==> src/rtl/regfile_param.sv <==
// Parametrised 2-read/1-write register file with a self-clearing sequencer.
// The ready flag is low while the sequencer walks every entry to zero.
module regfile_param #(
  parameter int unsigned DATA_W   = 32,
  parameter int unsigned ADDR_W   = 5,
  parameter int unsigned ZERO_REG = 1,
  parameter int unsigned BYPASS   = 1
) (
  input  logic              clk,
  input  logic              rst,
  input  logic [ADDR_W-1:0] A1,
  input  logic [ADDR_W-1:0] A2,
  input  logic [ADDR_W-1:0] A3,
  input  logic              WE3,
  input  logic [DATA_W-1:0] WD3,
  input  logic              clr,
  output logic [DATA_W-1:0] RD1,
  output logic [DATA_W-1:0] RD2,
  output logic              ready
);

  localparam int unsigned DEPTH = 1 << ADDR_W;
  localparam logic [ADDR_W-1:0] LAST_IDX = ADDR_W'(DEPTH - 1);
  localparam logic [0:0] S_IDLE  = 1'b0;
  localparam logic [0:0] S_CLEAR = 1'b1;

  logic [0:0]        state_q, state_d;
  logic [ADDR_W-1:0] cnt_q, cnt_d;
  logic              ready_q, ready_d;

  logic [DATA_W-1:0] mem [DEPTH];

  logic              wr_en_c;
  logic [ADDR_W-1:0] wr_addr_c;
  logic [DATA_W-1:0] wr_data_c;
  logic              user_wr_c;
  logic              bypass_live_c;

  // A host write that would actually land: not to a hardwired zero entry.
  assign user_wr_c = WE3 && !((ZERO_REG != 0) && (A3 == '0));

  // Bypass applies only when the host write is accepted this cycle.
  assign bypass_live_c = (BYPASS != 0) && ready_q && !clr && user_wr_c;

  // State, counter and ready registers.
  always_ff @(posedge clk) begin
    if (rst) begin
      state_q <= S_CLEAR;
      cnt_q   <= '0;
      ready_q <= 1'b0;
    end else begin
      state_q <= state_d;
      cnt_q   <= cnt_d;
      ready_q <= ready_d;
    end
  end

  // Next-state logic and selection of the single storage write per cycle.
  always_comb begin
    state_d   = state_q;
    cnt_d     = cnt_q;
    ready_d   = ready_q;
    wr_en_c   = 1'b0;
    wr_addr_c = A3;
    wr_data_c = WD3;
    if (!rst) begin
      case (state_q)
        S_IDLE: begin
          if (clr) begin
            state_d = S_CLEAR;
            cnt_d   = '0;
            ready_d = 1'b0;
          end else if (user_wr_c) begin
            wr_en_c = 1'b1;
          end
        end
        S_CLEAR: begin
          wr_en_c   = 1'b1;
          wr_addr_c = cnt_q;
          wr_data_c = '0;
          cnt_d     = cnt_q + ADDR_W'(1);
          if (cnt_q == LAST_IDX) begin
            state_d = S_IDLE;
            ready_d = 1'b1;
          end
        end
        default: begin
          state_d = S_CLEAR;
          cnt_d   = '0;
          ready_d = 1'b0;
        end
      endcase
    end
  end

  // Storage array; contents are meaningless until the first clear completes.
  always_ff @(posedge clk) begin
    if (wr_en_c) begin
      mem[wr_addr_c] <= wr_data_c;
    end
  end

  // Combinational read ports.
  always_comb begin
    RD1 = mem[A1];
    if (!ready_q) begin
      RD1 = '0;
    end else if ((ZERO_REG != 0) && (A1 == '0)) begin
      RD1 = '0;
    end else if (bypass_live_c && (A3 == A1)) begin
      RD1 = WD3;
    end
  end

  always_comb begin
    RD2 = mem[A2];
    if (!ready_q) begin
      RD2 = '0;
    end else if ((ZERO_REG != 0) && (A2 == '0)) begin
      RD2 = '0;
    end else if (bypass_live_c && (A3 == A2)) begin
      RD2 = WD3;
    end
  end

  assign ready = ready_q;

endmodule

==> config.mk <==
export PLATFORM = sky130hd
export DESIGN_NAME = regfile_param
export DESIGN_NICKNAME = d
export VERILOG_FILES = /design/src/rtl/regfile_param.sv
export SDC_FILE = /design/constraint.sdc
export NUM_CORES = 1
export LEC_CHECK = 0
export ABC_AREA = 1
export CORE_MARGIN = 2
export CORE_UTILIZATION = 25
export CTS_CLUSTER_DIAMETER = 80
export DETAILED_ROUTE_END_ITERATION = 8
export PLACE_DENSITY = 0.37
export SYNTH_ARGS = -nofsm -noshare
export SYNTH_HDL_FRONTEND = slang
export SYNTH_SLANG_ARGS = --single-unit
==> constraint.sdc <==
create_clock -name clk -period 10 [get_ports clk]
set_input_delay 2.5 -clock clk [delete_from_list [all_inputs] [get_ports clk]]
set_output_delay 2.5 -clock clk [all_outputs]
set_load 0.1 [all_outputs]
-- After elaboration in Yosys (flattened, before gate mapping)
Memory sizes are Yosys's and may differ from the RTL's.
Cells that the tools add are included.
- flip-flop bits (word level): 7
- bits in latches: 0
- RAM bits: 1024
- bits in read-only memories: 0
- bits of input ports: 51
- output and inout bits: 65
- word-level logic and storage cells: 46
- memories: 1
- add/subtract/negate cells: 1
- multipliers: 0
- div/mod/pow operators: 0
- $lt $le $gt $ge: 0
- equal/unequal tests: 5
- shifts and indexed selects: 0
- mux-type cells: 24
- bitwise logic cells: 1
- reductions and logical operators: 11
- memories (memory ; words ; bits a word ; read ports ; clocked after memory_dff ; wr ports ; RTL line ; source):
    mem ; 32 ; 32 ; 2 ; 0 ; 1 ; 31 ; logic [DATA_W-1:0] mem [DEPTH];
- operator list (operator ; count):
    2-to-1 mux 32 bit ; 8
    zero test 5 bit ; 3
    2-to-1 mux 5 bit ; 3
    == test 5 bit ; 2
    case mux 5 bit (2 select lines) ; 1
    2-to-1 mux 1 bit ; 9
    case mux 1 bit (2 select lines) ; 3
    adder 5 x 1 -> 5 bit, second input constant ; 1
    == test 5 bit, second input constant ; 1
    logical AND 1 bit ; 5
    zero test 1 bit ; 2
    != test 2 x 1 -> 1 bit, second input constant ; 1
    != test 2 bit, second input constant ; 1
    AND reduction 2 bit ; 1
    inverter 1 bit ; 1

-- Longest topological paths before layout
- depth in word-level cells: 9
- mapped depth: 13
- mapped depth without buffers: 10

-- Least setup slack after synthesis
Ideal clock, no wire load.
- path type: input-to-output
- from: input A1[0]
- to: output RD1[11]
- arrival time: 4.994 ns
- required time: 7.500 ns
- path slack: 2.506 ns
- stages: 10
- path buffers: 4
- path through: buf_4 > inv_2 > buf_6 > buf_6 > nand4_1 > nand2_1 > inv_1 > buf_1 > nand2_1 > a21oi_1
- cells in the longest elaborated chain, start to end: 5
- elaborated cells on any way between the ends: 7
- classes of those cells: eq/ne (1); mux (3); reduce/logical (2); memory (1)
- RTL lines (element ; RTL line ; source):
    start: declaration ; 11 ; input logic [ADDR_W-1:0] A1,
    branches (longest 3 deep; another with memory (32 x 32 bit)) ; n/a ;
    2-to-1 mux 32 bit (*) ; 108 ; end else if ((ZERO_REG != 0) && (A1 == '0)) begin
    2-to-1 mux 32 bit (*) ; 106 ; if (!ready_q) begin
    end: declaration ; 17 ; output logic [DATA_W-1:0] RD1,
Mark *: on every way between the ends.

-- Worst setup path in the final report
- from: input A1[2]
- to: output RD1[23]
The elaborated chain is that of the path after synthesis.

==> results.yml <==
drt:
  via_count: 47000
  ant_nets: 0
  via_per_inst: 4.85
  wl_per_cell_microns: 25.9
  wirelength_microns: 251000
  first_pass_iters: 6
  drtIter0Drc: 4046
  route.detailed.drc: 0
global_routing:
  grt_start_max_net_pins: 133
  grtUsageTotal: 0.221
  grt-ovfl-total: 0
  grt_pass1_wl_microns: 351000
  antenna_found_initial: 6
  grt_pass1_vias: 45500
sta:
  skew_ns: 0.0167
  rsz0062_at_grt: "no"
  finalSetupViolCount: 0
  period_share: 0.834
  tightest_slew_ns: 1.27
  setup_ws_ns: 1.66
  maxSlewHeadroom: 0.151
  finalHoldViolCount: 0
  fin_crit_ns: 8.34
  drv_slew: 0
  fin_hold_ws_ns: 0.470
  max_freq_mhz: 120
  finalSetupTns_ns: 0
place:
  place_area_sq_um: 59400
  pre_cts_ws_ns: 1.68
  place_congestion: 0.825
  dpl.hpwl_microns: 143000
  port_buffers: 115
worst_hold_path:
  hold_class: "reg2reg"
synthesis:
  synth.yosys.seq_area_share: 0.566
  ys_ff_latch: 1031
  synth_cells: 6788
  avgSynthCellArea_sq_um: 8.04
  ys_types: 28
  synth.cell_area_sq_um: 54600
  synth_nets: 6841
  ys.warnings.count: 0
clocking:
  htreeDepth: 4
  root_buffer: "clkbuf_16"
  cts_made_buffers: 133
  cts_setup_buffers: 0
  cts_sinks: 1031
  cts-hold-fix-buffers: 0
  clk_pin_slew_worst_paths_ns: 0.06
  clock_latency_ns: 0.77
  clockBufferDepth: 3
  cts_tree: "yes"
  cts_resized: 0
die:
  ioPinCount: 116
  fp.dieH_microns: 471
  floorplan.initialDensity: 0.251
  die_w_microns: 471
  die-area_sq_um: 222000
  row_count: 171
  core_sq_um: 217000
worst_setup_path:
  start_kind: "input port"
  crit_fanout: 45
  end_kind: "output port"
  criticalPathCategory: "in2out"
  cp.arrival_ns: 5.84
  required_ns: 7.50
  rrSetupSlack_ns: 5.82
layout:
  final_common_cell: "nand2_1"
  fin_nets: 6799
  design_area_sq_um: 63500
  layout-drive-gt1-share: 0.0697
  filler_cell_count: 22900
  area_growth_pct: 16.4
  final_cell_mix: "nand2_1, edfxtp_1, nand3_1"
pwr:
  worst_ir_drop_vdd_v: 0.000187
  power_density_nw_per_um2: 169
  leakage_nw: 26.5
job:
  cap_violations: 0
outcome:
  status: "complete, no violations"
-- worst paths after layout --
kind / from / endpoint / depth (start not counted)
min reg2reg: cnt_q[3]$_SDFFE_PP0P_ / cnt_q[3]$_SDFFE_PP0P_ / 1
max reg2reg: state_q$_SDFF_PP1_ / mem[21][1]$_DFFE_PP_ / 8
min: cnt_q[3]$_SDFFE_PP0P_ / cnt_q[3]$_SDFFE_PP0P_ / 1
max: A1[2] / RD1[23] / 11
-- state kept, by name (all words and copies together) (netlist names) --
register  count
mem        1024
state_q       1
ready         1
cnt_q         5
-- worst max-delay path, stage by stage --
cell and delay [ns]:
buf_6 0.22, inv_1 0.17, nand2_4 0.35, inv_4 0.74
buf_4 0.62, nand2_1 0.11, nand3_1 0.10, nand3_1 0.08
nand2_1 0.44, a21oi_1 0.13, buf_4 0.27
-- cells in the mapped netlist, drive strengths merged --
| cell | number | area (sq um) |
|---|---|---|
| a211oi | 1 | 7.51 |
| a21oi | 323 | 1620 |
| a22oi | 1 | 7.51 |
| a32o | 2 | 20.0 |
| buf | 256 | 1270 |
| clkbuf | 179 | 673 |
| dfxtp | 7 | 140 |
| edfxtp | 1024 | 30700 |
| ha | 2 | 25.0 |
| inv | 490 | 1840 |
| nand2 | 3205 | 12000 |
| nand3 | 825 | 4130 |
| nand4 | 4 | 25.0 |
| nor2 | 291 | 1110 |
| nor3 | 2 | 21.3 |
| o211ai | 2 | 15.0 |
| o21ai | 166 | 838 |
| xnor2 | 6 | 52.6 |
| xor2 | 2 | 17.5 |
-- logic make-up (layout without fill, tap and decap cells) --
group | count (synthesis) | after routing | synth area share
AND/OR/NAND/NOR | 4327 | 4327 | 0.317
buffers and inverters | 925 | 982 | 0.0694
AO/OA/AOI/OAI | 495 | 495 | 0.0459
other | 0 | 1 | 0
adder cells (fa/ha/maj) | 2 | 2 | 0.000458
XOR/XNOR | 8 | 8 | 0.00128
flip-flops | 1031 | 1031 | 0.566
-- per-stage QoR --
| step | total power, W | std cells | util |
|---|---|---|---|
| 5_1_grt | 0.0111 | 9699 | 0.293 |
| 2_1_floorplan | 0.00555 | 6788 | - |
| 3_3_place_gp | 0.00610 | 9465 | 0.274 |
| 4_1_cts | 0.0108 | 9699 | 0.293 |
| 6_report | 0.0107 | 9700 | 0.293 |
| 3_5_place_dp | 0.00610 | 9465 | 0.274 |
-- power by group --
part           internal, W  switching, W  total (W)  leakage, nW
Clock              0.00272       0.00201    0.00473         2.02
Sequential         0.00480     0.0000130    0.00482         9.43
Combinational     0.000266      0.000920    0.00119         15.1
Total              0.00779       0.00294     0.0107         26.5
-- cell type report --
cell class                      count  area [sq um]  area share
Sequential cell                  1031         30900       0.486
Multi-Input combinational cell   4832         20300       0.319
Clock inverter                     69           596     0.00937
Inverter                          490          1870      0.0295
Tap cell                         2854          3570      0.0562
Clock buffer                      165          3540      0.0558
Antenna cell                        1          2.50   0.0000394
Timing Repair Buffer              258          2770      0.0436
-- per-layer routing --
metal | global-route usage | up-vias | part of all wire
met4 | 0.0730 | 4 | 0.033
met1 | 0.295 | 23200 | 0.44
met5 | 0 | - | 0.000096
met2 | 0.369 | 1510 | 0.48
li1 | - | 21900 | -
met3 | 0.0262 | 362 | 0.051
Note: power is estimated with default switching activity, not from simulation.
